File: src/rtl/lsu_pkg.sv
// Shared types for the load/store unit: FSM states, fault codes and the
// full-word byte-enable constant.
package lsu_pkg;

    typedef enum logic [1:0] {
        IDLE = 2'd0,
        BUSY = 2'd1,
        DONE = 2'd2
    } state_e;

    typedef enum logic [2:0] {
        FAULT_NONE = 3'd0,
        MISALIGN   = 3'd1,
        TIMEOUT    = 3'd2,
        BUS_ERR    = 3'd3,
        CONFLICT   = 3'd4
    } fault_e;

    localparam logic [3:0] BE_WORD = 4'hF;

endpackage

File: src/rtl/lsu_lane_align.sv
// Byte-lane steering for the LSU (combinational).
// Store side: st_off/st_byte/wdata -> be, st_data.  Load side: rdata -> ld_data.
module lsu_lane_align
    import lsu_pkg::*;
(
    input  logic [1:0]  st_off,
    input  logic        st_byte,
    input  logic [31:0] wdata,
    output logic [3:0]  be,
    output logic [31:0] st_data,
    input  logic [1:0]  ld_off,
    input  logic        ld_byte,
    input  logic [31:0] rdata,
    output logic [31:0] ld_data
);

    always_comb begin
        be      = BE_WORD;
        st_data = wdata;
        if (st_byte) begin
            be      = 4'b0001 << st_off;
            // replicate so the slave can take the byte from any lane
            st_data = {4{wdata[7:0]}};
        end
    end

    always_comb begin
        ld_data = rdata;
        if (ld_byte) begin
            ld_data = {24'h0, rdata[{ld_off, 3'b000} +: 8]};
        end
    end

endmodule

File: src/rtl/load_store_unit.sv
// Memory-access stage: runs a req/ack bus transaction for loads and stores.
// Ports: CPU side (mem_read/mem_write/byte_access/addr/wdata -> read_data,
// stall, fault, fault_code) and bus side (bus_req/we/addr/wdata/be, bus_ack/
// rdata/err).
module load_store_unit
    import lsu_pkg::*;
#(
    parameter int TIMEOUT_CYCLES = 255
) (
    input  logic        clk,
    input  logic        reset,
    input  logic        mem_read,
    input  logic        mem_write,
    input  logic        byte_access,
    input  logic [31:0] addr,
    input  logic [31:0] wdata,
    output logic [31:0] read_data,
    output logic        stall,
    output logic        fault,
    output logic [2:0]  fault_code,
    output logic        bus_req,
    output logic        bus_we,
    output logic [31:0] bus_addr,
    output logic [31:0] bus_wdata,
    output logic [3:0]  bus_be,
    input  logic        bus_ack,
    input  logic [31:0] bus_rdata,
    input  logic        bus_err
);

    localparam int CNT_W = $clog2(TIMEOUT_CYCLES + 1);
    localparam logic [CNT_W-1:0] CNT_LAST = CNT_W'(TIMEOUT_CYCLES - 1);

    state_e           state, state_n;
    logic [CNT_W-1:0] cnt;
    logic             conflict_q;
    logic [1:0]       off_q;
    logic             byte_q;

    logic        req;
    logic        misalign;
    logic        last;
    logic [3:0]  be_c;
    logic [31:0] wd_c;
    logic [31:0] rd_c;

    assign req      = mem_read | mem_write;
    assign misalign = ~byte_access & (addr[1:0] != 2'b00);
    assign last     = (cnt == CNT_LAST);
    assign stall    = req & (state != DONE);

    lsu_lane_align u_align (
        .st_off  (addr[1:0]),
        .st_byte (byte_access),
        .wdata   (wdata),
        .be      (be_c),
        .st_data (wd_c),
        .ld_off  (off_q),
        .ld_byte (byte_q),
        .rdata   (bus_rdata),
        .ld_data (rd_c)
    );

    always_ff @(posedge clk or posedge reset) begin
        if (reset) begin
            state <= IDLE;
        end else begin
            state <= state_n;
        end
    end

    always_comb begin
        state_n = state;
        unique case (state)
            IDLE:    if (req) state_n = misalign ? DONE : BUSY;
            BUSY:    if (bus_ack || last) state_n = DONE;
            DONE:    state_n = IDLE;
            default: state_n = IDLE;
        endcase
    end

    always_ff @(posedge clk or posedge reset) begin
        if (reset) begin
            read_data  <= '0;
            fault      <= 1'b0;
            fault_code <= FAULT_NONE;
            bus_req    <= 1'b0;
            bus_we     <= 1'b0;
            bus_addr   <= '0;
            bus_wdata  <= '0;
            bus_be     <= 4'h0;
            cnt        <= '0;
            conflict_q <= 1'b0;
            off_q      <= 2'b00;
            byte_q     <= 1'b0;
        end else begin
            fault <= 1'b0;
            unique case (state)
                IDLE: begin
                    cnt <= '0;
                    if (req && misalign) begin
                        fault      <= 1'b1;
                        fault_code <= MISALIGN;
                        read_data  <= '0;
                    end else if (req) begin
                        // read+write together is executed as a write
                        bus_req    <= 1'b1;
                        bus_we     <= mem_write;
                        bus_addr   <= {addr[31:2], 2'b00};
                        bus_wdata  <= wd_c;
                        bus_be     <= be_c;
                        conflict_q <= mem_read & mem_write;
                        off_q      <= addr[1:0];
                        byte_q     <= byte_access;
                    end
                end
                BUSY: begin
                    // ack takes priority over a timeout in the same cycle
                    if (bus_ack) begin
                        bus_req <= 1'b0;
                        if (bus_err) begin
                            read_data  <= '0;
                            fault      <= 1'b1;
                            fault_code <= BUS_ERR;
                        end else begin
                            read_data  <= rd_c;
                            fault      <= conflict_q;
                            fault_code <= conflict_q ? CONFLICT : FAULT_NONE;
                        end
                    end else if (last) begin
                        bus_req    <= 1'b0;
                        read_data  <= '0;
                        fault      <= 1'b1;
                        fault_code <= TIMEOUT;
                    end else begin
                        cnt <= cnt + 1'b1;
                    end
                end
                DONE: begin
                    cnt <= '0;
                end
                default: begin
                    cnt <= '0;
                end
            endcase
        end
    end

endmodule

File: config.mk
export PLATFORM = sky130hd
export DESIGN_NAME = load_store_unit
export DESIGN_NICKNAME = d
export VERILOG_FILES = /design/src/rtl/lsu_pkg.sv /design/src/rtl/lsu_lane_align.sv /design/src/rtl/load_store_unit.sv
export SDC_FILE = /design/constraint.sdc
export NUM_CORES = 1
export LEC_CHECK = 0
export ABC_AREA = 1
export CORE_MARGIN = 1.5
export CORE_UTILIZATION = 47
export DETAILED_ROUTE_END_ITERATION = 7
export GPL_ROUTABILITY_DRIVEN = 0
export GPL_TIMING_DRIVEN = 0
export PLACE_DENSITY = 0.94
export SETUP_SLACK_MARGIN = 0.15
export SYNTH_ARGS = -nofsm -noshare
export SYNTH_HDL_FRONTEND = slang
export SYNTH_SLANG_ARGS = --single-unit
File: constraint.sdc
create_clock -name clk -period 9 [get_ports clk]
set_input_delay 1.8 -clock clk [delete_from_list [all_inputs] [get_ports clk]]
set_output_delay 1.8 -clock clk [all_outputs]
set_load 0.02 [all_outputs]
==> results.ini, run 1 <==
[logic_synthesis]
synth-edff-count=0
synthTopCellsByCount=nand2_1 (372), dfrtp_1 (118), nand3_1 (52)
async_flop_share_pct=100
seq_area_frac_synth_pct=55.4
yosysMostFrequentCell=nand2_1
synth_flop_cell=dfrtp_1
yosys.area.top_type=dfrtp_1
ys_ff_latch=118
synthCells=675
synth_top_area_share_pct=55.4
post_synth_num_cell_types=25
avgSynthCellArea_um2=7.90
syn_area_um2=5330
ys_warn_count=0
synth_area_leaders=dfrtp_1 (55%), nand2_1 (26%), nand3_1 (4.9%)

[floorplanning]
die_area_um2=12000
die_w_um=109
core_region_area_um2=10900
std_cell_rows=38
die_height_um=109
start_util_pct=48.7
io_pins=210

[place]
post-place-ws_ps=4000
dp_hpwl_mm=12.0
portBuffers=206

[global_route]
grt_start_max_net_pins=73
grt_util_met2_pct=49.5
gr-max-usage-layer=met2
grt_use_total_pct=28.6
grtUsageMet3_pct=8.89
grt_overflow=0
grt_pass1_vias=5448
grt_pass1_wl_mm=25.8
met1_usage_pct=31.5
antenna_found_initial=0

[routing]
vias=5396
wl_per_cell_um=15.7
antenna_left=0
drt_iter0_markers=318
firstDrtPassIters=6
routed_wl_mm=16.6
drc=0
via_per_inst=5.11

[cells_and_area]
insertedDiodeCount=0
n_fill_cell=797
multi_input_area_um2=2080
regArea_um2=2950
num-nets-final=1007
drive_gt1_share_pct=8.42
syn2layout_area_growth_pct=55.2

[setup_path]
cp.required_ps=7200
worstPathMaxFanout=3
path_class=input pin to output port
end_kind=output port
crit_arrival_ps=3270
critPathLaunchType=input pin

[clock_network]
cts_tree=built
cts.sinks=118
clockBufferDepth=2
worstSkewPairLatency_ps=420
clk_pin_slew_ps=60
cts_root_buf=clkbuf_16
cts_setup_buffers=0
hold_buffers=0
cts_made_buffers=17
cts_max_level=4
cts_resized=0

[power_and_ir_drop]
powerDensity_nw_per_um2=348
peakVddDrop_mv=0.186
leakage_nw=4.19

[timing]
maxSlewViolCount=0
fin_ws_ps=3930
hold_viol=0
clock_skew_ps=10.1
setup_viol=0
rsz0062_at_grt=false
finalSetupTns_ps=0
max_freq_ghz=0.197
period_needed_ps=5070
post-route-period-util_pct=56.3

[run_status]
status=finished clean

[flow_run]
drv_cap=0

[min_path]
hold_path_class=flop to flop

## per-layer routing
metal | part of all wire (%) | vias to the layer above
met5 | 0 | -
met4 | 4.0 | 0
met3 | 8.1 | 62
met2 | 51 | 283
met1 | 37 | 2503
li1 | - | 2548
## worst max-delay path: stages
cell             delay, ps
clkdlybuf4s50_1        510
nor2_1                  80
a21oi_1                220
clkdlybuf4s50_1        660
## cells in the final DEF (no fill, tap or decap), drive strengths merged
master	netlist	routed
a21oi	8	8
buf	31	32
bufinv	0	6
clkbuf	4	23
clkdlybuf4s50	0	206
clkinv	0	5
clkinvlp	0	2
conb	1	2
dfrtp	118	118
ha	2	2
inv	21	21
nand2	375	375
nand3	52	52
nand4	9	9
nor2	36	36
nor3	1	1
o211ai	1	1
o21ai	9	9
o21bai	2	2
o31ai	1	1
or2	1	1
xor2	3	3
## power by group
part	internal (mW)	leakage [nW]	total [mW]	switching, mW
Sequential	0.741	1.51	0.867	0.127
Combinational	0.531	2.35	1.23	0.703
Clock	0.526	0.323	0.775	0.249
Total	1.80	4.19	2.88	1.08
## kinds of logic after synthesis
| logic type | synth area share [%] |
|---|---|
| other | 0.0704 |
| adders and majority gates | 0.469 |
| AOI/OAI and AO/OA | 2.30 |
| and+or+nand+nor | 35.7 |
| xor gates and xnor gates | 0.493 |
| DFF | 55.4 |
| buffers and inverters | 5.61 |
## registers in the layout (all words and copies together) (netlist names)
signal	count
bus_wdata	32
read_data	32
bus_addr	30
cnt	8
bus_be	4
fault_code	3
off_q	2
state	2
bus_req	1
bus_we	1
byte_q	1
conflict_q	1
fault	1
## path summary, 6_finish.rpt
check	startpoint	to	slack, ps	cells after the start
max reg2reg	cnt[0]	read_data[19]	7200	11
min in group asynchronous	reset	bus_addr[24]	1780	2
max in group asynchronous	reset	read_data[17]	6530	3
min reg2reg	bus_addr[4]	bus_addr[4]	470	2
max	mem_write	stall	3930	4
min	bus_addr[4]	bus_addr[4]	470	2
## final cells by class
type	instances	area share, %
inverters	21	1.01
well taps	140	2.12
plain buffers	35	2.66
multi-input cells	502	25.2
flip-flops and latches	118	35.7
clock buffers	19	5.35
clock inverters	13	2.75
repair buffers	207	25.3
## through the flow
step / total power, mW / area, um^2 / hold slack, ps / cells / utilization, %
final: 2.88 / 8270 / 469 / 1055 / 75.7
after global routing: 3.02 / 8270 / 484 / 1055 / 75.7
after CTS: 2.88 / 8270 / 472 / 1055 / 75.7
after detailed placement: 2.09 / 7600 / 458 / 1023 / 69.5
after global placement: 2.05 / 7570 / 453 / 1022 / 69.2
after floorplan: 1.49 / 5330 / 472 / 676 / -
(Power assumes the default switching activity.)
==> run 2: changes to the inputs <==
--- a/config.mk
+++ b/config.mk
@@ -7,11 +7,11 @@
 export LEC_CHECK = 0
 export ABC_AREA = 1
 export CORE_MARGIN = 1.5
-export CORE_UTILIZATION = 47
+export CORE_UTILIZATION = 40
 export DETAILED_ROUTE_END_ITERATION = 7
 export GPL_ROUTABILITY_DRIVEN = 0
 export GPL_TIMING_DRIVEN = 0
-export PLACE_DENSITY = 0.94
+export PLACE_DENSITY = 0.85
 export SETUP_SLACK_MARGIN = 0.15
 export SYNTH_ARGS = -nofsm -noshare
 export SYNTH_HDL_FRONTEND = slang
==> constraint.sdc (replaced) <==
create_clock -name clk -period 4.2 [get_ports clk]
set_input_delay 0.84 -clock clk [delete_from_list [all_inputs] [get_ports clk]]
set_output_delay 0.84 -clock clk [all_outputs]
set_load 0.02 [all_outputs]
==> run 2 against run 1 <==
  * Cell count grew 3.0%
  * Sequential cell count is the same
  * Sequential power grew 110%
  * Utilization shrank 12 points
  * Global-route usage shrank 6.0 points
  * Critical path depth is the same
  * Clock skew grew 1.8 ps
  * Sequential share of layout area grew 0.42 points
  * Worst hold slack lost 2.7 ps
  * Die area grew 17%
  * Via count shrank 6.4%
  * Critical endpoint unchanged
  * Largest power group unchanged
==> results.ini, run 2 (synthesis results as in run 1) <==
[min_path]
min_from=bus_wdata[0]
holdPathEnd=bus_wdata[0]
min_delay_path_depth=2  ; unchanged
hold_path_class=flop to flop

[floorplanning]
start_util_pct=41.6  ; -7.2 points
die_height_um=118  ; +8.2%
die_area_um2=14000  ; +17%
core_region_area_um2=12800  ; +17%
die_w_um=118  ; +8.2%
std_cell_rows=41  ; +7.9%
io_pins=210  ; unchanged

[setup_path]
end_kind=output port
ff2ff_path_depth=11  ; unchanged
path_class=input pin to output port
r2r-start=cnt[0]
r2r_setup_slack_ps=2540  ; -4660 ps
worstPathBufferInverterCount=2  ; unchanged
crit_arrival_ps=2260  ; -1010 ps
cp_common_cell=clkdlybuf4s50_1
worstPathMaxFanout=3  ; unchanged
crit_family=buffers and inverters
critPathLaunchType=input pin
cp.required_ps=3360  ; -3840 ps
slowest_delay_ps=650  ; about the same
slowest_stage=clkdlybuf4s50_1
path_cells=clkdlybuf4s50_1 -> nor2_1 -> a21oi_1 -> clkdlybuf4s50_1
r2r-end=read_data[23]

[global_route]
grt_pass1_vias=4943  ; -9.3%
grt_use_total_pct=22.7  ; -6.0 points
grt_overflow=0  ; unchanged
antenna_found_initial=0  ; unchanged
gr-max-usage-layer=met2
met1_usage_pct=26.9  ; -4.6 points
grtUsageMet3_pct=8.25  ; -0.64 points
grt_util_met2_pct=38.1  ; -11 points
grt_start_max_net_pins=71  ; -2.7%
grt_pass1_wl_mm=24.8  ; -3.7%

[clock_network]
cts_tree=built
cts_resized=0  ; unchanged
clk_pin_slew_ps=50  ; about the same
worstSkewPairLatency_ps=410  ; about the same
clockBufferDepth=2  ; unchanged
cts_root_buf=clkbuf_16
hold_buffers=0  ; unchanged
cts_max_level=4  ; unchanged
cts.sinks=118  ; unchanged
cts_made_buffers=17  ; unchanged
cts_setup_buffers=0  ; unchanged

[routing]
drc=0  ; unchanged
drt_iter0_markers=307  ; -3.5%
vias=5053  ; -6.4%
routed_wl_mm=15.3  ; -7.4%
wl_per_cell_um=14.1  ; -10%
via_per_inst=4.65  ; -9.1%
antenna_left=0  ; unchanged
firstDrtPassIters=5  ; -1

[timing]
rsz0062_at_grt=false
period_needed_ps=3100
maxSlewViolCount=0  ; unchanged
max_freq_ghz=0.322
hold_viol=0  ; unchanged
whs_ps=466  ; -2.74 ps
setup_viol=0  ; unchanged
fin_ws_ps=1100  ; -2830 ps
clock_skew_ps=11.9  ; +1.82 ps
post-route-period-util_pct=73.9

[power_and_ir_drop]
peakVddDrop_mv=0.383  ; +110%
leakage_nw=4.14  ; -1.2%
powerDensity_nw_per_um2=705  ; +100%

[cells_and_area]
final_cell_mix=nand2_1 (372), clkdlybuf4s50_1 (206), dfrtp_1 (118)
drive_gt1_share_pct=8.20  ; -0.22 points
layout_commonest_cell=nand2_1
num-nets-final=1007  ; unchanged
insertedDiodeCount=0  ; unchanged
syn2layout_area_growth_pct=53.4
reg_top3=bus_wdata: 32 flops, read_data: 32 flops, bus_addr: 30 flops
final_util_pct=63.8  ; -12 points

[run_status]
status=finished clean

[place]
post-place-ws_ps=1090  ; -2910 ps
portBuffers=206  ; unchanged
dp_hpwl_mm=11.4  ; -5.1%

[flow_run]
drv_cap=0  ; unchanged

[run 2: cell count changes in the layout (fill, tap and decap cells not counted)]
cell / change
bufinv_16: -5
clkbuf_1: +2
clkinv_2: +6
clkinv_4: -1
clkinvlp_4: -2
[run 2: cell type report]
| cell class | instances | area, um^2 |
|---|---|---|
| fillers | 1107 | 4650 |
| plain buffers | 35 | 220 |
| clock inverters | 11 | 83.8 |
| flip-flops and latches | 118 | 2950 |
| multi-input cells | 502 | 2080 |
| repair buffers | 207 | 2090 |
| well taps | 172 | 215 |
| inverters | 21 | 83.8 |
| clock buffers | 21 | 450 |
[run 2: worst register-to-register path: stages, from the launching register on]
cell and delay, ps:
dfrtp_1 420, inv_1 90, ha_1 170, nand2_1 60, nor2_1 160, nand2_1 90, nand2_1 80, nand2_2 60
buf_6 150, buf_6 140, nand3_1 70, nand2_1 60
[run 2: layer usage]
| metal | part of all wire [%] | wire, um |
|---|---|---|
| met1 | 41 | 6300 |
| met2 | 49 | 7570 |
| met3 | 7.8 | 1200 |
| met4 | 1.8 | 278 |
| met5 | 0 | 0 |
[run 2: report_power, final]
part / internal (mW) / leakage, nW / total [mW] / switching (mW)
clock network: 0.818 / 0.274 / 1.31 / 0.490
registers: 1.59 / 1.51 / 1.85 / 0.259
logic: 1.14 / 2.35 / 2.61 / 1.47
total: 3.54 / 4.14 / 5.77 / 2.22
[run 2: per-stage QoR]
step | total power, mW | setup TNS, ps | instance area [um^2] | cells
4_1_cts | 5.81 | 0 | 8180 | 1087
3_5_place_dp | 4.47 | 0 | 7640 | 1055
6_report | 5.77 | 0 | 8180 | 1087
2_1_floorplan | 3.20 | 0 | 5330 | 676
5_1_grt | 6.13 | 0 | 8180 | 1087
3_3_place_gp | 4.42 | -174080 | 7610 | 1054
[run 2: worst max path at each step]
| stage | from | end | cells after the start |
|---|---|---|---|
| 2_1_floorplan | reset | bus_addr[10] | 1 |
| 3_3_place_gp | reset | read_data[27] | 2 |
| 3_5_place_dp | mem_write | stall | 4 |
| 4_1_cts | mem_write | stall | 4 |
| 5_1_grt | mem_write | stall | 4 |
| 6_report | mem_write | stall | 4 |
==> run 3: changes to the inputs <==
==> constraint.sdc (replaced) <==
create_clock -name clk -period 2.63 [get_ports clk]
set_input_delay 0.526 -clock clk [delete_from_list [all_inputs] [get_ports clk]]
set_output_delay 0.526 -clock clk [all_outputs]
set_load 0.02 [all_outputs]
==> run 3 against run 2 <==
  * Clock skew is 0.63 ps lower
  * Non-clock buffer count is 2 higher
  * Clock-buffer cell count is 3 higher
  * Highest routed layer unchanged
==> results.ini, run 3 (synthesis results as in run 1) <==
[global_route]
grt_use_total_pct=23.1  ; +0.44 points
grt_pass1_wl_mm=25.3  ; +2.1%
grt_overflow=0  ; unchanged
grt_start_max_net_pins=43  ; -39%
antenna_found_initial=0  ; unchanged
grt_pass1_vias=5075  ; +2.7%

[floorplanning]
die_height_um=118  ; unchanged
io_pins=210  ; unchanged
std_cell_rows=41  ; unchanged
die_area_um2=14000  ; unchanged
core_region_area_um2=12800  ; unchanged
die_w_um=118  ; unchanged
start_util_pct=41.6  ; unchanged

[routing]
drt_iter0_markers=343  ; +12%
antenna_left=0  ; unchanged
via_per_inst=4.67  ; +0.55%
routed_wl_mm=15.5  ; +1.1%
vias=5090  ; +0.73%
wl_per_cell_um=14.2  ; +0.88%
firstDrtPassIters=6  ; +1
drc=0  ; unchanged

[power_and_ir_drop]
powerDensity_nw_per_um2=1150  ; +62%
p_total_mw=9.49  ; +65%
peakVddDrop_mv=0.659  ; +72%
leakage_nw=4.18  ; +0.82%

[cells_and_area]
reg_top3=bus_wdata: 32 flops, read_data: 32 flops, bus_addr: 30 flops
num-nets-final=1009  ; +0.20%
final_cell_mix=nand2_1 (372), clkdlybuf4s50_1 (205), dfrtp_1 (118)
n_fill_cell=1093  ; -1.3%
layout_commonest_cell=nand2_1
syn2layout_area_growth_pct=55.4
insertedDiodeCount=0  ; unchanged
drive_gt1_share_pct=8.40  ; +0.20 points

[timing]
clock_skew_ps=11.3  ; -0.626 ps
setup_viol=0  ; unchanged
fin_ws_ps=352  ; -744 ps
rsz0062_at_grt=false
period_needed_ps=2280
max_freq_ghz=0.439
hold_viol=0  ; unchanged
whs_ps=459  ; -7.47 ps
post-route-period-util_pct=86.6
maxSlewViolCount=0  ; unchanged

[clock_network]
cts_root_buf=clkbuf_16
clockBufferDepth=2  ; unchanged
cts_made_buffers=17  ; unchanged
cts_max_level=4  ; unchanged
cts.sinks=118  ; unchanged
worstSkewPairLatency_ps=410  ; about the same
hold_buffers=0  ; unchanged
cts_tree=built
clk_pin_slew_ps=50  ; about the same

[setup_path]
r2r-start=cnt[0]
ff2ff_path_depth=11  ; unchanged
slowest_stage=clkdlybuf4s50_1
path_cells=clkdlybuf4s50_1 -> nor2_1 -> a21oi_1 -> dlygate4sd2_1
crit_family=buffers and inverters
path_class=input pin to output port
worstPathBufferInverterCount=2  ; unchanged
cp.required_ps=2100  ; -1260 ps
crit_arrival_ps=1750  ; -510 ps
end_kind=output port
critPathLaunchType=input pin
slowest_delay_ps=520  ; -130 ps
cp.depth=4  ; unchanged
worstPathMaxFanout=3  ; unchanged
worstSetupStartpoint=mem_write

[run_status]
status=finished clean

[flow_run]
drv_cap=0  ; unchanged

[place]
portBuffers=206  ; unchanged
dp_hpwl_mm=11.5  ; +1.4%
post-place-ws_ps=166  ; -925 ps

[min_path]
hold_path_class=input pin to async pin

run 3: power breakdown:
group / internal [mW] / switching [mW] / leakage (nW)
clock network: 1.59 / 0.794 / 0.296
registers: 2.53 / 0.408 / 1.51
logic: 1.82 / 2.35 / 2.37
total: 5.94 / 3.55 / 4.18
run 3: area by class of cell:
| class | instances | area (um^2) | area share (%) |
|---|---|---|---|
| Inverter | 21 | 82.6 | 0.997 |
| Sequential cell | 118 | 2950 | 35.6 |
| Buffer | 35 | 220 | 2.66 |
| Tap cell | 172 | 215 | 2.60 |
| Multi-Input combinational cell | 502 | 2080 | 25.1 |
| Clock inverter | 8 | 120 | 1.45 |
| Clock buffer | 24 | 492 | 5.93 |
| Timing Repair Buffer | 209 | 2120 | 25.6 |
run 3: path summary, 6_finish.rpt:
path / endpoint / slack (ps)
max in group asynchronous: bus_be[3] / 1440
worst min register to register: bus_addr[27] / 470
worst max-delay path: stall / 350
worst max register to register: read_data[17] / 980
min in group clk: bus_addr[27] / 470
worst min-delay path: bus_addr[25] / 460
run 3: metal layers:
metal  global-route usage (%)  up-vias  share of wire [%]
met1                     27.6     2325                 42
met4                     10.5        0                3.0
met3                     7.58       40                6.5
met2                     37.9      170                 49
li1                         -     2555                  -
met5                        0        -                  0
run 3: repair_timing:
| action | 4_1_cts | 5_1_grt |
|---|---|---|
| setup endpoints to repair | 1 | 0 |
| buffers inserted | 0 | 0 |
| resized for setup | 1 | 0 |
run 3: through the flow:
step	area, um^2	TNS [ps]	utilization [%]	instances
floorplan	5340	0	-	676
CTS	8290	0	64.6	1089
global placement	7610	-60820	59.4	1054
detailed placement	7670	0	59.8	1057
finish	8290	0	64.6	1089
global route	8290	0	64.6	1089
